## src/rtl/regdump_pkg.sv

```systemverilog
// ============================================================================
//  regdump_pkg
//  Shared types and constants for the register-file dump reader.
//  Build option: REGDUMP_SKIP_X0_EN (dump starts at x1 instead of x0).
//  Revision: 1.0
// ============================================================================
`default_nettype none

package regdump_pkg;

    typedef enum logic [1:0] {
        IDLE   = 2'd0,
        LOAD   = 2'd1,
        STREAM = 2'd2
    } state_e;

`ifdef REGDUMP_SKIP_X0_EN
    localparam int FIRST_IDX = 1;
`else
    localparam int FIRST_IDX = 0;
`endif

    function automatic int max_idx(input int addr_width);
        return (1 << addr_width) - 1;
    endfunction

endpackage

`default_nettype wire

```

## src/rtl/regfile_dump_reader.sv

```systemverilog
// ============================================================================
//  regfile_dump_reader
//  Walks every GPR through a spare register-file read port and streams
//  (index, data) beats over valid/ready. Build option: REGDUMP_SKIP_X0_EN.
//  Revision: 1.0
// ============================================================================
`default_nettype none

module regfile_dump_reader
    import regdump_pkg::*;
#(
    parameter int ADDR_WIDTH = 5,
    parameter int DATA_WIDTH = 64
) (
    input  logic                  clk,
    input  logic                  rst_n,
    input  logic                  start,
    output logic                  busy,
    output logic [ADDR_WIDTH-1:0] rf_raddr,
    input  logic [DATA_WIDTH-1:0] rf_rdata,
    output logic                  out_valid,
    input  logic                  out_ready,
    output logic [ADDR_WIDTH-1:0] out_idx,
    output logic [DATA_WIDTH-1:0] out_data,
    output logic                  out_last,
    output logic                  done
);

    localparam logic [ADDR_WIDTH-1:0] c_first_ptr = ADDR_WIDTH'(FIRST_IDX);
    localparam logic [ADDR_WIDTH-1:0] c_max_ptr   = ADDR_WIDTH'(max_idx(ADDR_WIDTH));

    state_e                  state_q,     state_d;
    logic [ADDR_WIDTH-1:0]   rd_ptr_q,    rd_ptr_d;
    logic                    busy_q,      busy_d;
    logic                    out_valid_q, out_valid_d;
    logic [ADDR_WIDTH-1:0]   out_idx_q,   out_idx_d;
    logic [DATA_WIDTH-1:0]   out_data_q,  out_data_d;
    logic                    out_last_q,  out_last_d;
    logic                    done_q,      done_d;

    logic                    w_handshake;
    logic                    w_capture;

    assign w_handshake = out_valid_q && out_ready;
    // A beat is captured on entry to the stream and on every non-final handshake.
    assign w_capture   = (state_q == LOAD) ||
                         ((state_q == STREAM) && w_handshake && !out_last_q);

    always_comb begin
        state_d     = state_q;
        rd_ptr_d    = rd_ptr_q;
        busy_d      = busy_q;
        out_valid_d = out_valid_q;
        out_idx_d   = out_idx_q;
        out_data_d  = out_data_q;
        out_last_d  = out_last_q;
        done_d      = 1'b0;

        if (w_capture) begin
            out_data_d  = rf_rdata;
            out_idx_d   = rd_ptr_q;
            out_last_d  = (rd_ptr_q == c_max_ptr);
            out_valid_d = 1'b1;
            rd_ptr_d    = rd_ptr_q + ADDR_WIDTH'(1);
        end

        case (state_q)
            IDLE: begin
                if (start) begin
                    rd_ptr_d = c_first_ptr;
                    busy_d   = 1'b1;
                    state_d  = LOAD;
                end
            end
            LOAD: begin
                state_d = STREAM;
            end
            STREAM: begin
                if (w_handshake && out_last_q) begin
                    out_valid_d = 1'b0;
                    busy_d      = 1'b0;
                    done_d      = 1'b1;
                    rd_ptr_d    = c_first_ptr;
                    state_d     = IDLE;
                end
            end
            default: begin
                state_d = IDLE;
            end
        endcase
    end

    always_ff @(posedge clk) begin
        if (!rst_n) begin
            state_q     <= IDLE;
            rd_ptr_q    <= c_first_ptr;
            busy_q      <= 1'b0;
            out_valid_q <= 1'b0;
            out_idx_q   <= '0;
            out_data_q  <= '0;
            out_last_q  <= 1'b0;
            done_q      <= 1'b0;
        end else begin
            state_q     <= state_d;
            rd_ptr_q    <= rd_ptr_d;
            busy_q      <= busy_d;
            out_valid_q <= out_valid_d;
            out_idx_q   <= out_idx_d;
            out_data_q  <= out_data_d;
            out_last_q  <= out_last_d;
            done_q      <= done_d;
        end
    end

    assign rf_raddr  = rd_ptr_q;
    assign busy      = busy_q;
    assign out_valid = out_valid_q;
    assign out_idx   = out_idx_q;
    assign out_data  = out_data_q;
    assign out_last  = out_last_q;
    assign done      = done_q;

endmodule

`default_nettype wire
```

## config.mk

```make
export PLATFORM = sky130hd
export DESIGN_NAME = regfile_dump_reader
export DESIGN_NICKNAME = d
export VERILOG_FILES = /design/src/rtl/regdump_pkg.sv /design/src/rtl/regfile_dump_reader.sv
export SDC_FILE = /design/constraint.sdc
export NUM_CORES = 1
export LEC_CHECK = 0
export CORE_UTILIZATION = 30
export CTS_BUF_LIST = sky130_fd_sc_hd__clkbuf_4
export DETAILED_ROUTE_END_ITERATION = 10
export RECOVER_POWER = 25
export SKIP_LAST_GASP = 1
export SLEW_MARGIN = 15
export SYNTH_ARGS = -nofsm -noshare
export SYNTH_HDL_FRONTEND = slang
export SYNTH_SLANG_ARGS = --single-unit
```

## constraint.sdc

```tcl
create_clock -name clk -period 4 [get_ports clk]
set_input_delay 0.4 -clock clk [delete_from_list [all_inputs] [get_ports clk]]
set_output_delay 0.4 -clock clk [all_outputs]
set_load 0.02 [all_outputs]
```

==> metrics.md, run 1 <==
| Metric | Value |
|---|---|
| Syn nets | `420` |
| Final GP Congestion | `0.8033` |
| Num ports | `146` |
| Post-Synthesis Cells | `350` |
| RSZ-0062 raised after global routing | `false` |
| Netlist cell types | `26` |
| Layout cells sized above 1 | `0.04462` |
| Initial antenna violation count | `0` |
| Antenna cells | `0` |
| Fillers | `900` |
| Crit-path max FO | `44` |
| Endpoints failing setup | `0` |
| Clk Latency, worst-skew pair | `0.39 ns` |
| Area grow syn2layout | `59.48%` |
| Crit share post-route | `0.5622` |
| Final min period | `2.249 ns` |
| # rows | `35` |
| CORE AREA | `9196 µm²` |
| Post-CTS resize count | `0` |
| Post-CTS Setup Bufs | `0` |
| Reg2reg path depth | `5` |
| Max Freq | `0.4447 GHz` |
| TritonCTS buffer count | `9` |
| Mapped cell area | `2825 µm²` |
| CP arrival | `2.57 ns` |
| Pins Over Slew Limit | `0` |
| Sink Count | `80` |
| Root Buffer | `clkbuf_4` |
| Max-slew headroom | `0.2770` |
| Die width | `99.05 µm` |
| Critical R2R Capture | `out_data[37]` |
| Final hold violation count | `0` |
| Clock Pin Slew Worst Setup and Hold Paths | `0.12 ns` |
| Vias | `2731` |
| Starting DRC count in detailed routing | `71` |
| Buffers on Ports | `145` |
| CTS Hold Bufs | `0` |
| Tot GR Track Use | `0.1562` |
| Seq cells post-synth | `80` |
| Max rail drop VDD | `138.2 µV` |
| Worst slew pin tran | `1.083 ns` |
| First-pass GRT wire length | `12290 µm` |
| Worst hold slack | `0.4545 ns` |
| Most frequent cells in the layout | `nand2_1 (145), clkdlybuf4s50_1 (112), dfxtp_1 (80), a21oi_1 (74), dlygate4sd3_1 (33)` |
| PwrDens | `371.1 nW/µm²` |
| Min-delay worst type | `reg2reg` |
| Largest net degree at the start of global routing | `45` |
| Detailed Route WL | `7607 µm` |
| Reg2reg setup slack | `1.81 ns` |
| Reg-to-reg startpoint | `state_q[1]` |
| Max_cap viols | `0` |
| Drt pass-1 iters | `4` |
| Die Ht | `99.05 µm` |
| H-tree Lvls | `3` |
| Vias in the first global route | `2695` |
| Clock tree buffer depth | `2` |
| Remaining DRCs | `0` |
| Commonest non-fill, non-tap cell in the layout | `nand2_1` |
| GRT overflow | `0` |
| Vias per cell | `4.522` |
| CP required | `4.32 ns` |
| Hpwl dp | `5216 µm` |
| Hold depth | `2` |
| Antenna viol nets, final | `0` |
| Sequential share of the synthesized area | `0.5669` |
| Setup_tns | `0 ns` |
| Die ar. | `9810 µm²` |
| Clk_skew | `0.01387 ns` |
| Lkg Pwr | `1.690 nW` |
| Crit end category | `register` |
| Min-Delay Endpoint | `out_data[4]` |
| Starting Density | `0.3072` |
| Total Nets Final | `558` |
| CP Class | `in2reg` |
| Wire length per cell | `12.59 µm` |
| Status | `complete, no violations` |
| Mean post-synth cell area | `8.072 µm²` |
| Synth warn | `0` |
| Crit path launch type | `primary input` |
| TritonCTS clock tree | `done` |
| Hold Crit Start | `out_data[4]` |
metrics by stage:
stage	total power [mW]	utilization	area (µm²)	std cells	setup WS (ns)
after floorplan	1.007	-	2825	350	2.527
after global placement	1.163	0.4727	4347	588	1.510
after detailed placement	1.167	0.4727	4347	588	1.435
after CTS	1.704	0.4899	4506	604	1.773
after global routing	1.759	0.4899	4506	604	1.600
final	1.672	0.4899	4506	604	1.751
worst max-delay path: stages:
cell	delay, ns
dlygate4sd3_1	0.57
nand4b_1	0.18
o21a_2	0.71
buf_4	0.44
nand2_1	0.09
a21oi_1	0.14
registers in the layout, summed over array words and instances, names as in the netlist:
signal / count
out_last: 1
done: 1
rf_raddr: 5
out_idx: 5
out_data: 64
busy: 1
out_valid: 1
state_q: 2
how the worst max path moves through the flow:
| stage | from | endpoint | cells past startpoint |
|---|---|---|---|
| after detailed placement | out_ready | out_data[37] | 6 |
| after global routing | state_q[1] | out_data[24] | 5 |
| after global placement | out_ready | out_data[37] | 6 |
| after CTS | state_q[1] | out_data[37] | 5 |
| after floorplan | out_valid | rf_raddr[3] | 5 |
| final | out_ready | out_data[37] | 6 |
logic make-up after synthesis:
group	count (synthesis)	synth area share
xor gates and xnor gates	1	0.003101
buffers and inverters	23	0.03942
and+or+nand+nor	163	0.2316
adders and majority gates	2	0.008856
DFF	80	0.5669
AOI/OAI and AO/OA	81	0.1501
report_power, final:
| part | switching (mW) | leakage (nW) | total (mW) | internal (mW) |
|---|---|---|---|---|
| combinational | 0.142 | 0.950 | 0.283 | 0.141 |
| clock | 0.260 | 0.0890 | 0.533 | 0.273 |
| sequential | 0.0204 | 0.651 | 0.855 | 0.835 |
| total | 0.423 | 1.69 | 1.67 | 1.25 |
cell usage after synthesis:
library cell,number,area [µm²]
o211a_1,1,10.01
nor2_1,3,11.26
dfxtp_1,80,1602
inv_2,1,3.750
buf_6,1,11.26
buf_2,14,70.07
xnor2_1,1,8.760
o21a_1,1,7.510
nand2b_1,3,18.77
o21ai_2,1,8.760
ha_1,2,25.02
o21ai_0,2,10.01
nor3b_1,2,15.01
and2_1,1,6.260
a31o_2,1,8.760
nor2b_1,2,12.51
and4b_1,1,10.01
nand4b_1,1,8.760
nand2_1,145,544.3
a21oi_1,74,370.4
a22o_1,1,8.760
or3_1,1,6.260
nor3_1,1,5.000
and3_1,1,6.260
nand3_1,2,10.01
clkbuf_1,7,26.28
per-layer routing:
layer	vias up	GRT usage	share of wire
li1	1413	-	-
met1	1229	0.1910	0.47
met2	82	0.2636	0.47
met3	7	0.03546	0.057
met4	0	0.06659	0.011
met5	-	0	0
area by class of cell:
type                            instances  area (µm²)  share of cell area
Clock buffer                           12       90.09             0.01999
Clock inverter                          4       68.82             0.01527
Inverter                                1       3.754           0.0008331
Multi-Input combinational cell        247        1121              0.2488
Sequential cell                        80        1602              0.3555
Tap cell                              111       138.9             0.03082
Timing Repair Buffer                  149        1481              0.3288
Power figures use the tool's default switching activity.
==> run 2: changes to the inputs <==
--- a/config.mk
+++ b/config.mk
@@ -8,6 +8,7 @@
 export CORE_UTILIZATION = 30
 export CTS_BUF_LIST = sky130_fd_sc_hd__clkbuf_4
 export DETAILED_ROUTE_END_ITERATION = 10
+export PLACE_DENSITY = 0.66
 export RECOVER_POWER = 25
 export SKIP_LAST_GASP = 1
 export SLEW_MARGIN = 15
==> constraint.sdc (replaced) <==
create_clock -name clk -period 2 [get_ports clk]
set_input_delay 0.2 -clock clk [delete_from_list [all_inputs] [get_ports clk]]
set_output_delay 0.2 -clock clk [all_outputs]
set_load 0.02 [all_outputs]
==> run 2 against run 1 <==
Against the previous run:
- clock skew is 0.0087 ns higher
- highest routed layer unchanged
- critical endpoint is now out_last
- clock-buffer cell count is 2 lower
- largest cell class unchanged
- global-route usage is 0.18 points higher
- routed wire length is 1.2% higher
- final area is 0.81% lower
==> metrics.md, run 2 (same netlist as run 1, synthesis figures left out) <==
| Metric | Value |
|---|---|
| Setup_tns | `0 ns (unchanged)` |
| Vias | `2767 (+1.3%)` |
| Placed cell count | `591 (+0.51%)` |
| Slowest Stage Delay on Critical Path | `0.68 ns (-0.03 ns)` |
| Crit share post-route | `0.8716` |
| Post-route setup slack | `0.2567 ns (-1.494 ns)` |
| Pins Over Slew Limit | `0 (unchanged)` |
| Worst hold slack | `0.3208 ns (-0.1336 ns)` |
| GRT overflow | `0 (unchanged)` |
| Sw power | `0.8765 mW (+110%)` |
| Buffers on Ports | `145 (unchanged)` |
| Antenna cells | `0 (unchanged)` |
| # rows | `35 (unchanged)` |
| TritonCTS clock tree | `done` |
| RSZ-0062 raised after global routing | `false` |
| Fillers | `901 (+0.11%)` |
| Sink Count | `80 (unchanged)` |
| Final GP Congestion | `0.7189 (-11%)` |
| Final core utilization | `0.4860 (-0.003946)` |
| Endpoints failing setup | `0 (unchanged)` |
| Sw Share | `0.2831 (+0.03032)` |
| CP required | `1.80 ns (-2.52 ns)` |
| P_int | `2.220 mW (+78%)` |
| Max rail drop VDD | `301.4 µV (+120%)` |
| Crit path buffers/inverters | `1 (-1)` |
| H-tree Lvls | `3 (unchanged)` |
| Final min period | `1.743 ns` |
| Clock Pin Slew Worst Setup and Hold Paths | `0.14 ns (+0.02 ns)` |
| Max-slew headroom | `0.7133 (+0.4362)` |
| Starting DRC count in detailed routing | `81 (+14%)` |
| Crit end category | `output port` |
| Reg2reg setup slack | `0.31 ns (-1.50 ns)` |
| Placement Setup Slack | `0.2058 ns (-1.229 ns)` |
| Min-delay worst type | `in2reg` |
| Largest net degree at the start of global routing | `38 (-16%)` |
| Die Ht | `99.05 µm (unchanged)` |
| Top Family by Delay on Critical Path | `buffers and inverters` |
| Most frequent cells in the layout | `nand2_1 (145), clkdlybuf4s50_1 (120), dfxtp_1 (80), a21oi_1 (74), dlygate4sd3_1 (25)` |
| TritonCTS buffer count | `9 (unchanged)` |
| Lkg Pwr | `1.647 nW (-2.5%)` |
| Reg power frac | `0.552 (+0.040)` |
| Root Buffer | `clkbuf_4` |
| Clk_skew | `0.02259 ns (+0.008719 ns)` |
| Crit path launch type | `register` |
| Detailed Route WL | `7698 µm (+1.2%)` |
| Area grow syn2layout | `58.19%` |
| Max_cap viols | `0 (unchanged)` |
| First-pass GRT wire length | `12420 µm (+1.1%)` |
| Final hold violation count | `0 (unchanged)` |
| Logic pwr share | `0.185 (+0.015)` |
| Post-CTS resize count | `0 (unchanged)` |
| Worst-path cell chain | `clkdlybuf4s50_1` |
| CP arrival | `1.54 ns (-1.03 ns)` |
| Vias in the first global route | `2627 (-2.5%)` |
| Drt pass-1 iters | `5 (+1)` |
| CTS Hold Bufs | `0 (unchanged)` |
| Largest register FFs | `64 (unchanged)` |
| Die ar. | `9810 µm² (unchanged)` |
| Slowest cell on the critical path | `clkdlybuf4s50_1` |
| Clock tree buffer depth | `2 (unchanged)` |
| Total Nets Final | `561 (+0.54%)` |
| Vias per cell | `4.558 (+0.82%)` |
| Post-CTS Setup Bufs | `0 (unchanged)` |
| Die width | `99.05 µm (unchanged)` |
| Multi-input logic area | `1110 µm² (-1.0%)` |
| CORE AREA | `9196 µm² (unchanged)` |
| PwrDens | `692.8 nW/µm² (+87%)` |
| Storage cell area | `1602 µm² (unchanged)` |
| Crit-path max FO | `7 (-84%)` |
| Tot GR Track Use | `0.1580 (+0.001792)` |
| Post-route insts no fill | `607 (+0.50%)` |
| Antenna viol nets, final | `0 (unchanged)` |
| Wire length per cell | `12.68 µm (+0.70%)` |
| Num ports | `146 (unchanged)` |
| Worst slew pin tran | `0.4301 ns (-0.6532 ns)` |
| Commonest non-fill, non-tap cell in the layout | `nand2_1` |
| Clock power frac | `0.262 (-0.057)` |
| Starting Density | `0.3072 (unchanged)` |
| Layout cells sized above 1 | `0.05040 (+0.005778)` |
| Hpwl dp | `5392 µm (+3.4%)` |
| Max Freq | `0.5736 GHz` |
| Remaining DRCs | `0 (unchanged)` |
| Status | `complete, no violations` |
| CP Class | `reg2out` |
| Initial antenna violation count | `0 (unchanged)` |
| Clk Latency, worst-skew pair | `0.41 ns (+0.02 ns)` |
==> run 2: metal layers <==
metal,track usage,part of all wire
met5,0,0
met4,0.05166,0.010
met3,0.04539,0.062
met2,0.2727,0.48
met1,0.1883,0.45
==> run 2: worst paths after layout <==
check	start	to	depth (start not counted)
setup / recovery	out_last	out_last	1
setup reg to reg	state_q[0]	rf_raddr[0]	5
hold reg to reg	out_data[24]	out_data[24]	2
hold / removal	rf_rdata[63]	out_data[63]	3
==> run 2: worst reg2reg max path, cell delays in order, from the launching register on <==
cell and delay, ns:
dfxtp_1 0.37, nand4b_1 0.20, o21ai_0 0.23, clkbuf_4 0.45
nand2_1 0.16, nor3b_1 0.15
==> run 2: stage by stage <==
step / instance area, µm² / total power, mW
finish: 4469 / 3.096
global route: 4469 / 3.259
CTS: 4493 / 3.163
detailed placement: 4382 / 2.342
global placement: 4382 / 2.333
floorplan: 2825 / 2.014
==> run 2: final cells by class <==
type | instances | share of cell area
flip-flops and latches | 80 | 0.3583
repair buffers | 152 | 0.3365
multi-input cells | 247 | 0.2483
well taps | 111 | 0.03107
clock buffers | 10 | 0.01680
clock inverters | 6 | 0.008119
inverters | 1 | 0.0008399
==> run 2: power groups by stage <==
stage | combinational, mW | sequential, mW | clock (mW)
3_3_place_gp | 0.589 | 1.74 | 0
4_1_cts | 0.597 | 1.71 | 0.854
2_1_floorplan | 0.179 | 1.83 | 0
6_report | 0.574 | 1.71 | 0.812
5_1_grt | 0.621 | 1.72 | 0.917
3_5_place_dp | 0.594 | 1.75 | 0
==> run 3: changes to the inputs <==
--- a/config.mk
+++ b/config.mk
@@ -8,6 +8,7 @@
 export CORE_UTILIZATION = 30
 export CTS_BUF_LIST = sky130_fd_sc_hd__clkbuf_4
 export DETAILED_ROUTE_END_ITERATION = 10
+export MAX_ROUTING_LAYER = met4
 export PLACE_DENSITY = 0.66
 export RECOVER_POWER = 25
 export SKIP_LAST_GASP = 1
==> run 3 against run 2 <==
Against the previous run:
- final area is the same
- routed wire length shrank 0.13%
- final cell count is the same
- core utilization is the same
- register-to-register slack is essentially flat
- clock power is essentially flat
- critical path depth is the same
- clock-buffer cell count is the same
==> metrics.md, run 3 (same netlist as run 1, synthesis figures left out) <==
| Metric | Value |
|---|---|
| Sink Count | `80 (unchanged)` |
| Max rail drop VDD | `301.4 µV (about the same)` |
| Critical R2R Capture | `rf_raddr[0]` |
| CTS Hold Bufs | `0 (unchanged)` |
| Largest register FFs | `64 (unchanged)` |
| Total power | `3.096 mW (about the same)` |
| Final min period | `1.741 ns (-0.001803 ns)` |
| TritonCTS buffer count | `9 (unchanged)` |
| GRT overflow | `0 (unchanged)` |
| Status | `complete, no violations` |
| Tot GR Track Use | `0.1628 (+0.004804)` |
| Commonest non-fill, non-tap cell in the layout | `nand2_1` |
| TritonCTS clock tree | `done` |
| Slowest Stage Delay on Critical Path | `0.68 ns (about the same)` |
| Hpwl dp | `5392 µm (unchanged)` |
| # rows | `35 (unchanged)` |
| Initial antenna violation count | `0 (unchanged)` |
| Antenna viol nets, final | `0 (unchanged)` |
| Area post-placement | `4382 µm² (unchanged)` |
| Reg2reg setup slack | `0.32 ns (about the same)` |
| Slowest cell on the critical path | `clkdlybuf4s50_1` |
| Vias | `2778 (+0.40%)` |
| First-pass GRT wire length | `12420 µm (unchanged)` |
| Final hold violation count | `0 (unchanged)` |
| Detailed Route WL | `7688 µm (-0.13%)` |
| Max_cap viols | `0 (unchanged)` |
| Vias per cell | `4.577 (+0.40%)` |
| CORE AREA | `9196 µm² (unchanged)` |
| Post-CTS resize count | `0 (unchanged)` |
| Pins Over Slew Limit | `0 (unchanged)` |
| Wire length per cell | `12.67 µm (-0.13%)` |
| CP arrival | `1.54 ns (about the same)` |
| Remaining DRCs | `0 (unchanged)` |
| Crit path launch type | `register` |
| Clock Pin Slew Worst Setup and Hold Paths | `0.14 ns (about the same)` |
| Max-slew headroom | `0.7137 (about the same)` |
| Min-delay worst type | `in2reg` |
| Clk Latency, worst-skew pair | `0.41 ns (about the same)` |
| Drt pass-1 iters | `5 (unchanged)` |
| Lkg Pwr | `1.647 nW (unchanged)` |
| Area grow syn2layout | `58.19% (unchanged)` |
| Crit path buffers/inverters | `1 (unchanged)` |
| Root Buffer | `clkbuf_4` |
| Worst setup path startpoint | `out_last` |
| Crit-path max FO | `7 (unchanged)` |
| CP Class | `reg2out` |
| Die ar. | `9810 µm² (unchanged)` |
| Clk_skew | `0.02355 ns (+0.0009543 ns)` |
| Vias in the first global route | `2627 (unchanged)` |
| PwrDens | `692.7 nW/µm² (about the same)` |
| M1 GR Usage | `0.1918 (+0.003520)` |
| Finished Cell Area | `4469 µm² (unchanged)` |
| Largest net degree at the start of global routing | `38 (unchanged)` |
| Grt peak-use layer | `met2` |
| Worst slew pin tran | `0.4295 ns (-0.0005866 ns)` |
| Final GP Congestion | `0.7273 (+1.2%)` |
| RSZ-0062 raised after global routing | `false` |
| Crit share post-route | `0.8707 (-0.0009015)` |
| Buffers on Ports | `145 (unchanged)` |
| CP Depth | `1 (unchanged)` |
| H-tree Lvls | `3 (unchanged)` |
| CP required | `1.80 ns (about the same)` |
| Top Family by Delay on Critical Path | `buffers and inverters` |
| Starting DRC count in detailed routing | `82 (+1.2%)` |
| Most frequent cells in the layout | `nand2_1 (145), clkdlybuf4s50_1 (120), dfxtp_1 (80), a21oi_1 (74), dlygate4sd3_1 (25)` |
| Met3 Track Usage GR | `0.03972 (-0.005674)` |
| Endpoints failing setup | `0 (unchanged)` |
| Reg2reg path depth | `5 (unchanged)` |
| Layout cells sized above 1 | `0.05040 (unchanged)` |
| Starting Density | `0.3072 (unchanged)` |
| Post-CTS Setup Bufs | `0 (unchanged)` |
| Clock tree buffer depth | `2 (unchanged)` |
| Num ports | `146 (unchanged)` |
| Total Nets Final | `561 (unchanged)` |
| Antenna cells | `0 (unchanged)` |
| Setup_tns | `0 ns (unchanged)` |
| Worst-path cell chain | `clkdlybuf4s50_1` |
| M2 GR Usage | `0.2727 (unchanged)` |
| Max Freq | `0.5742 GHz (+0.10%)` |
| Die Ht | `99.05 µm (unchanged)` |
| Die width | `99.05 µm (unchanged)` |
| Crit path to | `out_last` |
| Reg-to-reg startpoint | `state_q[0]` |
| Crit end category | `output port` |
==> run 3: cell counts in the layout (fill, tap and decap cells not counted) <==
No cell type changed its count.
==> run 3: how the worst min path moves through the flow <==
stage / from / end / cells past startpoint
final: rf_rdata[63] / out_data[63] / 3
after global routing: rf_rdata[46] / out_data[46] / 3
after global placement: out_data[17] / out_data[17] / 2
after detailed placement: out_data[21] / out_data[21] / 2
after floorplan: rst_n / out_valid / 1
after CTS: rf_rdata[32] / out_data[32] / 3
==> run 3: per-layer routing <==
metal	part of all wire	wire length, µm
met1	0.45	3496
met2	0.48	3682
met3	0.057	437
met4	0.0094	72
met5	0	0
==> run 3: stage by stage <==
step | util | std cells | setup slack (ns) | hold slack, ns
after detailed placement | 0.4765 | 591 | 0.2058 | 0.4434
final | 0.4860 | 607 | 0.2585 | 0.3210
after floorplan | - | 350 | 0.5270 | 0.3334
after CTS | 0.4886 | 607 | 0.1529 | 0.2996
after global routing | 0.4860 | 607 | 0.1643 | 0.3053
after global placement | 0.4765 | 591 | 0.2581 | 0.4370
==> run 3: layout make-up <==
type / count / area, µm²
timing repair buffer: 152 / 1504
clock buffer: 10 / 75.07
multi-input combinational: 247 / 1110
clock inverter: 6 / 36.28
inverter: 1 / 3.754
sequential: 80 / 1602
tap: 111 / 138.9
fill: 901 / 4727
==> run 3: tightest hold or removal path, cell delays in order <==
cell and delay, ns:
clkdlybuf4s50_1 0.39, nand2_1 0.06, a21oi_1 0.05
==> run 3: where the power goes <==
| part | switching, mW | internal (mW) | total (mW) | leakage [nW] |
|---|---|---|---|---|
| Combinational | 0.285 | 0.289 | 0.574 | 0.940 |
| Sequential | 0.0405 | 1.67 | 1.71 | 0.651 |
| Clock | 0.551 | 0.261 | 0.812 | 0.0558 |
